$ cat src/rtl/fifo_arb_pkg.sv
// Shared types and constants for the FIFO write-port arbiter and its schedulers.
package fifo_arb_pkg;

    typedef enum logic {
        IDLE  = 1'b0,
        BURST = 1'b1
    } arb_state_e;

    localparam int unsigned NREQ_DEF      = 4;
    localparam int unsigned DATA_W_DEF    = 8;
    localparam int unsigned MAX_BURST_DEF = 4;

    // Ceiling log2; returns 0 for v <= 1.
    function automatic int unsigned clog2(input int unsigned v);
        int unsigned r;
        r = 0;
        for (int unsigned i = 0; i < 32; i++) begin
            if ((32'd1 << i) < v) begin
                r = i + 1;
            end
        end
        return r;
    endfunction

endpackage

$ cat src/rtl/rr_pick.sv
// Combinational round-robin picker: first set request above 'last', wrapping modulo NREQ.
module rr_pick
    import fifo_arb_pkg::*;
#(
    parameter int unsigned NREQ = NREQ_DEF,
    parameter int unsigned IW   = clog2(NREQ)
) (
    input  logic [NREQ-1:0] req,
    input  logic [IW-1:0]   last,
    output logic [IW-1:0]   winner,
    output logic            valid
);

    logic [IW-1:0] cand;

    // Scan from the farthest offset down so the nearest requester wins.
    always_comb begin
        winner = '0;
        valid  = 1'b0;
        cand   = '0;
        for (int k = int'(NREQ); k >= 1; k--) begin
            cand = IW'((32'(last) + 32'(k)) % NREQ);
            if (req[cand]) begin
                winner = cand;
                valid  = 1'b1;
            end
        end
    end

endmodule

$ cat src/rtl/fifo_wr_arbiter.sv
// Round-robin arbiter sharing one FIFO write port among NREQ producers,
// granting bounded bursts and honouring buf_full backpressure.
module fifo_wr_arbiter
    import fifo_arb_pkg::*;
#(
    parameter int unsigned NREQ      = NREQ_DEF,
    parameter int unsigned DATA_W    = DATA_W_DEF,
    parameter int unsigned MAX_BURST = MAX_BURST_DEF
) (
    input  logic                     clk,
    input  logic                     rst,
    input  logic                     arb_en,
    input  logic [NREQ-1:0]          req,
    input  logic [NREQ*DATA_W-1:0]   req_data,
    input  logic                     buf_full,
    output logic [NREQ-1:0]          gnt,
    output logic [NREQ-1:0]          ack,
    output logic                     wr_en,
    output logic [DATA_W-1:0]        buf_in,
    output logic [clog2(NREQ)-1:0]   owner,
    output logic                     busy
);

    localparam int unsigned IW = clog2(NREQ);
    localparam int unsigned CW = clog2(MAX_BURST + 1);

    arb_state_e      state_q, state_d;
    logic [NREQ-1:0] gnt_q, gnt_d;
    logic [IW-1:0]   owner_q, owner_d;
    logic [IW-1:0]   last_q, last_d;
    logic [CW-1:0]   cnt_q, cnt_d;
    logic [CW-1:0]   cnt_inc;
    logic            busy_q, busy_d;

    logic [IW-1:0]     pick_idx;
    logic              pick_valid;
    logic [DATA_W-1:0] data_arr [NREQ];

    for (genvar i = 0; i < int'(NREQ); i++) begin : g_data
        assign data_arr[i] = req_data[i*DATA_W +: DATA_W];
    end

    rr_pick #(
        .NREQ (NREQ),
        .IW   (IW)
    ) u_rr_pick (
        .req    (req),
        .last   (last_q),
        .winner (pick_idx),
        .valid  (pick_valid)
    );

    assign cnt_inc = cnt_q + CW'(1);

    // Next-state and combinational write-port drive.
    always_comb begin
        state_d = state_q;
        gnt_d   = gnt_q;
        owner_d = owner_q;
        last_d  = last_q;
        cnt_d   = cnt_q;
        busy_d  = busy_q;
        wr_en   = 1'b0;
        buf_in  = '0;
        ack     = '0;

        unique case (state_q)
            IDLE: begin
                gnt_d = '0;
                if (arb_en && pick_valid) begin
                    state_d = BURST;
                    gnt_d   = NREQ'(1) << pick_idx;
                    owner_d = pick_idx;
                    last_d  = pick_idx;
                    cnt_d   = '0;
                    busy_d  = 1'b1;
                end
            end
            BURST: begin
                wr_en  = req[owner_q] && !buf_full;
                buf_in = data_arr[owner_q];
                ack    = wr_en ? gnt_q : '0;
                if (!req[owner_q]) begin
                    state_d = IDLE;
                    gnt_d   = '0;
                    busy_d  = 1'b0;
                end else if (wr_en) begin
                    cnt_d = cnt_inc;
                    if (cnt_inc == CW'(MAX_BURST)) begin
                        state_d = IDLE;
                        gnt_d   = '0;
                        busy_d  = 1'b0;
                    end
                end
            end
            default: begin
                state_d = IDLE;
                gnt_d   = '0;
                busy_d  = 1'b0;
            end
        endcase
    end

    // Pointer resets to NREQ-1 so requester 0 wins first.
    always_ff @(posedge clk or posedge rst) begin
        if (rst) begin
            state_q <= IDLE;
            gnt_q   <= '0;
            owner_q <= '0;
            last_q  <= IW'(NREQ - 1);
            cnt_q   <= '0;
            busy_q  <= 1'b0;
        end else begin
            state_q <= state_d;
            gnt_q   <= gnt_d;
            owner_q <= owner_d;
            last_q  <= last_d;
            cnt_q   <= cnt_d;
            busy_q  <= busy_d;
        end
    end

    assign gnt   = gnt_q;
    assign owner = owner_q;
    assign busy  = busy_q;

endmodule
$ cat config.mk
export PLATFORM = sky130hd
export DESIGN_NAME = fifo_wr_arbiter
export DESIGN_NICKNAME = d
export VERILOG_FILES = /design/src/rtl/fifo_arb_pkg.sv /design/src/rtl/rr_pick.sv /design/src/rtl/fifo_wr_arbiter.sv
export SDC_FILE = /design/constraint.sdc
export NUM_CORES = 1
export LEC_CHECK = 0
export CORE_UTILIZATION = 36
export DETAILED_ROUTE_END_ITERATION = 8
export GPL_ROUTABILITY_DRIVEN = 0
export HOLD_SLACK_MARGIN = 0.03
export PLACE_DENSITY = 0.89
export SLEW_MARGIN = 20
export SYNTH_ARGS = -nofsm -noshare
export SYNTH_HDL_FRONTEND = slang
export SYNTH_SLANG_ARGS = --single-unit
$ cat constraint.sdc
create_clock -name clk -period 2.2 [get_ports clk]
set_input_delay 0.33 -clock clk [delete_from_list [all_inputs] [get_ports clk]]
set_output_delay 0.33 -clock clk [all_outputs]
set_load 0.02 [all_outputs]
After elaboration in Yosys (flattened, before gate mapping)
Cells that the tools add are included.

cells by class
  $add $sub $neg = 5
  $lt $le $gt $ge = 6
  eq/ne operators = 6
  shift operators = 1
  muxes and demuxes = 44
  bitwise logic cells = 2
  reductions and logical operators = 7

operators by type and width
  cell                                                        number
  two-way mux 4 bit                                           6
  two-way mux 8 bit                                           3
  two-way mux 1 bit                                           18
  binary-select mux 8 bit (select 2 bit)                      1
  less-than comparator 2 x 3 -> 1 bit, second input constant  5
  binary-select mux 1 bit (select 2 bit)                      5
  two-way mux 3 bit                                           3
  two-way mux 2 bit                                           4
  case mux 4 bit (2 select lines)                             1
  != test 3 x 2 -> 1 bit, second input constant               2
  case mux 3 bit (2 select lines)                             1
  AND reduction 3 bit                                         2
  adder 2 x 1 -> 2 bit, second input constant                 2
  adder 2 bit, second input constant                          2
  != test 2 x 1 -> 1 bit, second input constant               2
  case mux 1 bit (2 select lines)                             2
  AND reduction 2 bit                                         2
  left shift 1 x 2 -> 4 bit, first input constant             1
  adder 3 x 1 -> 3 bit, second input constant                 1
  == test 3 bit, second input constant                        1
  greater-or-equal comparator 3 bit, second input constant    1
  inverter 2 -> 3 bit                                         1
  logical AND 1 bit                                           2
  != test 2 bit, second input constant                        1
  2 further kinds                                             2

word-level totals
  flip-flop bits (word level) = 13
  input port bits = 40
  word-level logic and storage cells = 77

Logic depth before layout (Yosys ltp)
Gate-level depths: netlist of run 1.

  depth in word-level cells = 10
  mapped depth = 6

Modules after synthesis
From an unflattened synthesis of run 1, not the netlist that was laid out.

second synthesis, totals
  cell total of the unflattened synthesis = 88
  area, all modules = 996.0 sq um

modules (own cells, without submodules)
  module           times used  cells each  area each (sq um)  sequential area each (sq um)
  fifo_wr_arbiter  1           74          904.6              327.8
  rr_pick          1           14          91.3               0.0

Worst setup path after synthesis of run 1
Ideal clock, no wire load.

  path kind = reg-to-output
  from = register owner_q[1] (netlist: owner[1])
  to = output port ack[0]
  arrival = 1.700 ns
  required time = 1.870 ns
  path slack = 0.170 ns
  cell stages (with the launch flop) = 6
  buffers on the path = 2
  cells stage by stage = dfrtp_1 > buf_6 > mux4_2 > nor3b_2 > buf_2 > and2_1

between the ends
  word-level cells in the longest chain between the ends = 5

ends and longest elaborated chain
  element                                  RTL line                source
  start: declaration                       fifo_wr_arbiter.sv:29   logic [IW-1:0] owner_q, owner_d;
  start signal: assignment                 fifo_wr_arbiter.sv:116  owner_q <= owner_d;
  binary-select mux 1 bit (select 2 bit)   fifo_wr_arbiter.sv:80   wr_en = req[owner_q] && !buf_full;
  two-way mux 1 bit (not written as such)  fifo_wr_arbiter.sv:80
  logical AND 1 bit                        fifo_wr_arbiter.sv:80
  two-way mux 4 bit                        fifo_wr_arbiter.sv:82   ack = wr_en ? gnt_q : '0;
  two-way mux 4 bit                        fifo_wr_arbiter.sv:67   unique case (state_q)
  end: declaration                         fifo_wr_arbiter.sv:17   output logic [NREQ-1:0] ack,

Every way passes these cells. The select of a mux whose other input is x is not followed.

Final worst setup path of run 1
  from = input port req[3]
  to = output port ack[1]

between the ends
  word-level cells in the longest chain between the ends = 5

ends and longest elaborated chain
  element                                  RTL line               source
  start: declaration                       fifo_wr_arbiter.sv:13  input logic [NREQ-1:0] req,
  binary-select mux 1 bit (select 2 bit)   fifo_wr_arbiter.sv:80
  two-way mux 1 bit (not written as such)  fifo_wr_arbiter.sv:80
  logical AND 1 bit                        fifo_wr_arbiter.sv:80
  two-way mux 4 bit                        fifo_wr_arbiter.sv:82
  two-way mux 4 bit                        fifo_wr_arbiter.sv:67

Every way passes these cells. The select of a mux whose other input is x is not followed.

==> flow_summary.toml, run 1 <==
[setup_path]
critPathSlowestCell = "mux4_2"
cp.required_ns = 1.87
critPathLaunch = "req[3]"
r2r_slack_ns = 0.38
start_kind = "input pin"
critical_path_depth = 5
crit_buf_inv = 2
criticalPathCategory = "input pin to output port"
r2r_start = "owner[0]"
cp_top_family = "buffers and inverters"
crit_path_end = "ack[1]"
end_kind = "output port"
rr_worst_depth = 6
crit_arrival_ns = 1.81
max_stage_delay_ns = 0.53
crit_chain = "clkdlybuf4s50_1 -> mux4_2 -> nor3b_4 -> and2_1 -> buf_2"
r2r_end = "cnt_q[2]"
critPathMaxFanout = 6

[grt]
first_global_vias = 922
grt_max_degree = 14
overflow = 0
antenna_found_initial = 0
grt_pass1_wl_um = 4010
grt_use_total_pct = 19.9

[floorplanning]
rows = 18
die-width_um = 53.6
core_um2 = 2500
die_y_um = 53.6
initial_core_util_pct = 38.3
die_area_um2 = 2870
io_pins = 60

[logic_synthesis]
synth-edff-count = 0
synthTopCellsByArea = "dfrtp_1 (29%), mux4_2 (21%), and2_1 (8.5%), dfstp_2 (5.5%), nand2_1 (4.3%)"
synth_compound_area_share_pct = 9.53
synth_top_area_cell = "dfrtp_1"
ys_top_cells_by_count = "and2_1 (13), dfrtp_1 (11), nand2_1 (11)"
synth_flop_cell = "dfrtp_1"
synthMuxAreaShare_pct = 26.8
synth_top_family_by_area = "multiplexers"
synth-simple-area-share_pct = 21.4
yosys_register_bits = 13
avgSynthCellArea_um2 = 11.1
synth.distinct_cells = 32
synth_fa_ha_area_share_pct = 2.61
async_reset_ff_share_pct = 100
yosys_warnings = 0
synth_most_common_cell = "and2_1"
syn-cell-area_um2 = 958
yosys.area_share.xor_xnor_pct = 0.914
synth_top_cell_area_share_pct = 28.7
syn-num-nets = 128
synth_seq_area_share_pct = 34.2
synthCells = 86

[sta]
rsz0062_at_grt = "no"
hold_viol = 0
tightest_slew_ns = 0.530
fmax_mhz = 468
slew_violations = 0
whs_ns = 0.368
fin_crit_sh_pct = 97.2
clock_skew_ns = 0.00500
finalSetupViolations = 0
period_needed_ns = 2.14
slew_headroom_pct = 64.6

[detailed_routing]
drtAntennaViolNets = 0
route.detailed.drc = 0
drt_first_pass_iters = 4
totalWireLength_um = 2770
vias = 981
wl_per_cell_um = 14.9
first_iter_violations = 8
via_per_inst = 5.27

[power]
p_leak_uw = 0.000721
power.density_nw_per_um2 = 1040
peakVddDrop_mv = 0.800

[cts]
clkLatencyLatePin_ns = 0.28
root_buffer = "clkbuf_4"
cts-buffers-inserted = 3
htreeDepth = 1
clk_pin_slew_ns = 0.08
clk_path_buf_depth = 2
cts_sinks = 13
cts_tree = "yes"
holdBufCountCts = 0

[layout]
fillers = 196
insertedDiodeCount = 0
nets = 199
drive_above_1_share_pct = 21.8
fin_util_pct = 65.7
synthToLayoutAreaGrowth_pct = 71.3

[placed_design]
port_buffers = 59
dp_hpwl_um = 2290

[status]
status = "completed"

[hold_path]
hold_class = "input pin to async pin"

[job]
max_cap_viol_count = 0
-- stage by stage --
| step | instance area [um^2] | total power (uW) | setup slack (ns) | setup TNS [ns] | std cells |
|---|---|---|---|---|---|
| after global placement | 1630 | 1560 | -0.256 | -1.21 | 181 |
| after CTS | 1630 | 1710 | 0.0177 | 0 | 185 |
| after detailed placement | 1630 | 1600 | -0.367 | -1.80 | 181 |
| after global routing | 1640 | 1840 | 0.00150 | 0 | 186 |
| after floorplan | 958 | 1130 | 0.170 | 0 | 86 |
| final | 1640 | 1710 | 0.0617 | 0 | 186 |
-- cell usage in the layout (no fill, tap or decap), types with 3 or more instances in the layout --
master           count
clkdlybuf4s50_1     46
and2_1              13
nand2_1             11
dfrtp_1             11
buf_4               10
mux4_2               9
dlygate4sd2_1        9
buf_2                4
inv_1                3
o21ai_0              3
nand2b_1             3
clkbuf_4             3
-- routing by layer --
layer / wire, um / track usage, % / vias to the layer above / share of wire [%]
met4: 61 / 10.5 / 0 / 2.2
met3: 312 / 5.37 / 7 / 11
met5: 0 / 0 / - / 0
li1: - / - / 456 / -
met2: 1370 / 36.7 / 51 / 49
met1: 1030 / 20.2 / 467 / 37
-- worst reg2reg max path: cells and delay by family (launching register included) --
kind                   cells  cell delay (ns)
DFF                        1             0.40
muxes                      3             0.73
and+or+nand+nor            1             0.29
buffers and inverters      2             0.33
-- report_power, final --
group	switching [uW]	leakage (uW)	total [uW]	internal, uW
logic	521	0.000543	1130	607
clock network	79.9	0.0000150	150	70.5
registers	82.5	0.000163	431	348
total	684	0.000721	1710	1030
-- flip-flops by register name, indices dropped and copies added (netlist names) --
register and flops:
gnt 4, cnt_q 3, last_q 2, owner 2
busy 1, state_q 1
-- final cells by class --
| cell class | instances | area, um^2 | share of cell area, % |
|---|---|---|---|
| inverter | 3 | 11.3 | 0.686 |
| multi-input combinational | 66 | 593 | 36.1 |
| sequential | 13 | 328 | 20.0 |
| timing repair buffer | 70 | 646 | 39.3 |
| clock buffer | 4 | 26.3 | 1.60 |
| tap | 30 | 37.5 | 2.29 |
-- worst min path at each step --
stage | startpoint | endpoint | cells past startpoint
floorplan | rst | busy | 1
global placement | cnt_q[2] | cnt_q[2] | 1
detailed placement | last_q[1] | last_q[1] | 2
CTS | rst | gnt[0] | 2
global route | rst | cnt_q[2] | 2
finish | rst | cnt_q[2] | 2
-- logic make-up (layout without fill, tap and decap cells) --
logic type | after synthesis | count (layout)
simple gates | 36 | 36
buf+inv | 7 | 77
flops | 13 | 13
xor+xnor | 1 | 1
mux | 14 | 14
fa+ha+maj | 2 | 2
compound gates | 13 | 13
-- what timing repair did --
item,in CTS,in global routing
buffers inserted,0,1
endpoints found under the hold margin,0,0
gates resized for setup,26,1
endpoints found under the setup margin,13,6
No activity file was read; power rests on OpenSTA's default activity.
==> run 2: changes to the inputs <==
--- a/config.mk
+++ b/config.mk
@@ -5,6 +5,7 @@
 export SDC_FILE = /design/constraint.sdc
 export NUM_CORES = 1
 export LEC_CHECK = 0
+export CORE_ASPECT_RATIO = 2
 export CORE_UTILIZATION = 36
 export DETAILED_ROUTE_END_ITERATION = 8
 export GPL_ROUTABILITY_DRIVEN = 0
==> run 2 against run 1 <==
Cell area decreased by 0.46%. Clock skew rose by 0.00094 ns. Routed wire length is 6.2% higher. Clock power increased by 38%. Highest routed layer unchanged.
==> flow_summary.toml, run 2 (synthesis gave the netlist of run 1 again) <==
[status]
status = "completed"

[power]
finalPower_uw = 1760
power.density_nw_per_um2 = 1080
peakVddDrop_mv = 0.672
p_leak_uw = 0.000716

[cts]
cts-buffers-inserted = 3
postCtsSetupBuffers = 0
clkLatencyLatePin_ns = 0.24
cts_sinks = 13
clk_path_buf_depth = 2
clk_pin_slew_ns = 0.05
cts_tree = "yes"
htreeDepth = 1
root_buffer = "clkbuf_8"

[setup_path]
crit_arrival_ns = 1.78
crit_chain = "buf_12 -> mux4_2 -> and2_1 -> dlygate4sd2_1"
start_kind = "flip-flop"
end_kind = "output port"
cp.required_ns = 1.87
cp_top_family = "multiplexers"
crit_buf_inv = 2
max_stage_delay_ns = 0.51
criticalPathCategory = "flip-flop to output port"
critPathSlowestCell = "mux4_2"
critPathMaxFanout = 9

[layout]
drive_above_1_share_pct = 19.7
layout_commonest_cell = "clkdlybuf4s50_1"
nets = 195
layout_common_cells = "clkdlybuf4s50_1 (44), and2_1 (13), nand2_1 (11), dfrtp_1 (11), dlygate4sd2_1 (11)"
insertedDiodeCount = 0
fillers = 225
largest_register_ffs = 4
synthToLayoutAreaGrowth_pct = 70.5

[grt]
grt_max_degree = 14
grt_pass1_wl_um = 4290
first_global_vias = 951
overflow = 0
antenna_found_initial = 0
grt_use_total_pct = 21.6

[detailed_routing]
wl_per_cell_um = 16.4
vias = 952
route.detailed.drc = 0
via_per_inst = 5.29
totalWireLength_um = 2950
drt_first_pass_iters = 4
first_iter_violations = 15
drtAntennaViolNets = 0

[sta]
rsz0062_at_grt = "no"
period_needed_ns = 2.11
fmax_mhz = 474
finalSetupViolations = 0
slew_headroom_pct = 65.0
tightest_slew_ns = 0.524
clock_skew_ns = 0.00594
hold_viol = 0
setup_ws_ns = 0.0917
slew_violations = 0
fin_crit_sh_pct = 95.8

[floorplanning]
die_y_um = 75.0
die-width_um = 38.5
die_area_um2 = 2890
core_um2 = 2540
io_pins = 60
initial_core_util_pct = 37.8
rows = 26

[placed_design]
port_buffers = 59
place_ws_ns = -0.404
dp_hpwl_um = 2460

[hold_path]
hold_class = "input pin to async pin"

[job]
max_cap_viol_count = 0
-- run 2: cell types whose count changed in the layout (fill, tap and decap cells not counted), sizes merged --
cell,before,now
dlygate4sd2,9,11
buf,15,11
clkdlybuf4s50,46,44
-- run 2: area by class of cell --
type | instances | area (um^2) | share of cell area (%)
clock buffer | 4 | 45.0 | 2.76
multi-input combinational | 66 | 593 | 36.3
inverter | 3 | 11.3 | 0.689
sequential | 13 | 328 | 20.1
timing repair buffer | 66 | 622 | 38.1
tap | 28 | 35.0 | 2.14
-- run 2: through the flow --
stage,cell area (um^2),setup TNS [ns],cells,hold slack (ns),util (%)
5_1_grt,1630,0,180,0.471,64.4
6_report,1630,0,180,0.419,64.4
3_5_place_dp,1620,-2.09,176,0.490,63.7
2_1_floorplan,958,0,86,0.206,-
4_1_cts,1660,0,180,0.434,65.4
3_3_place_gp,1620,-1.67,176,0.490,63.7
-- run 2: path summary, 6_finish.rpt --
check | to | startpoint | cells after the start | slack [ns]
worst max-delay path | buf_in[2] | owner[0] | 4 | 0.09
worst min-delay path | cnt_q[2] | rst | 2 | 0.42
worst max register to register | cnt_q[2] | owner[1] | 5 | 0.45
worst min register to register | cnt_q[2] | cnt_q[2] | 1 | 0.49
max in group asynchronous | last_q[0] | rst | 2 | 1.42
min in group clk | cnt_q[2] | cnt_q[2] | 1 | 0.49
-- run 2: worst reg2reg max path, stage by stage, from the launching register on --
cell	delay [ns]
dfrtp_1	0.39
mux4_2	0.37
nor3b_4	0.28
buf_4	0.20
mux2_2	0.33
mux2i_1	0.12
-- run 2: metal layers --
layer / wire length [um] / share of wire (%) / global-route usage [%] / vias to the layer above
li1: - / - / - / 445
met4: 65 / 2.2 / 10.3 / 0
met3: 332 / 11 / 5.60 / 6
met2: 1720 / 58 / 43.5 / 56
met1: 825 / 28 / 17.0 / 445
met5: 0 / 0 / 0 / -
-- run 2: power breakdown --
part / leakage (uW) / switching, uW / internal, uW
combinational: 0.000530 / 520 / 600
clock: 0.0000228 / 79.2 / 127
sequential: 0.000163 / 85.8 / 349
total: 0.000716 / 685 / 1080
-- run 2: repair_timing --
item                                    in CTS  in global routing
hold buffers                                 0                  0
pin swaps                                    0                  0
endpoints found under the setup margin      13                  4
resized for setup                           24                  4
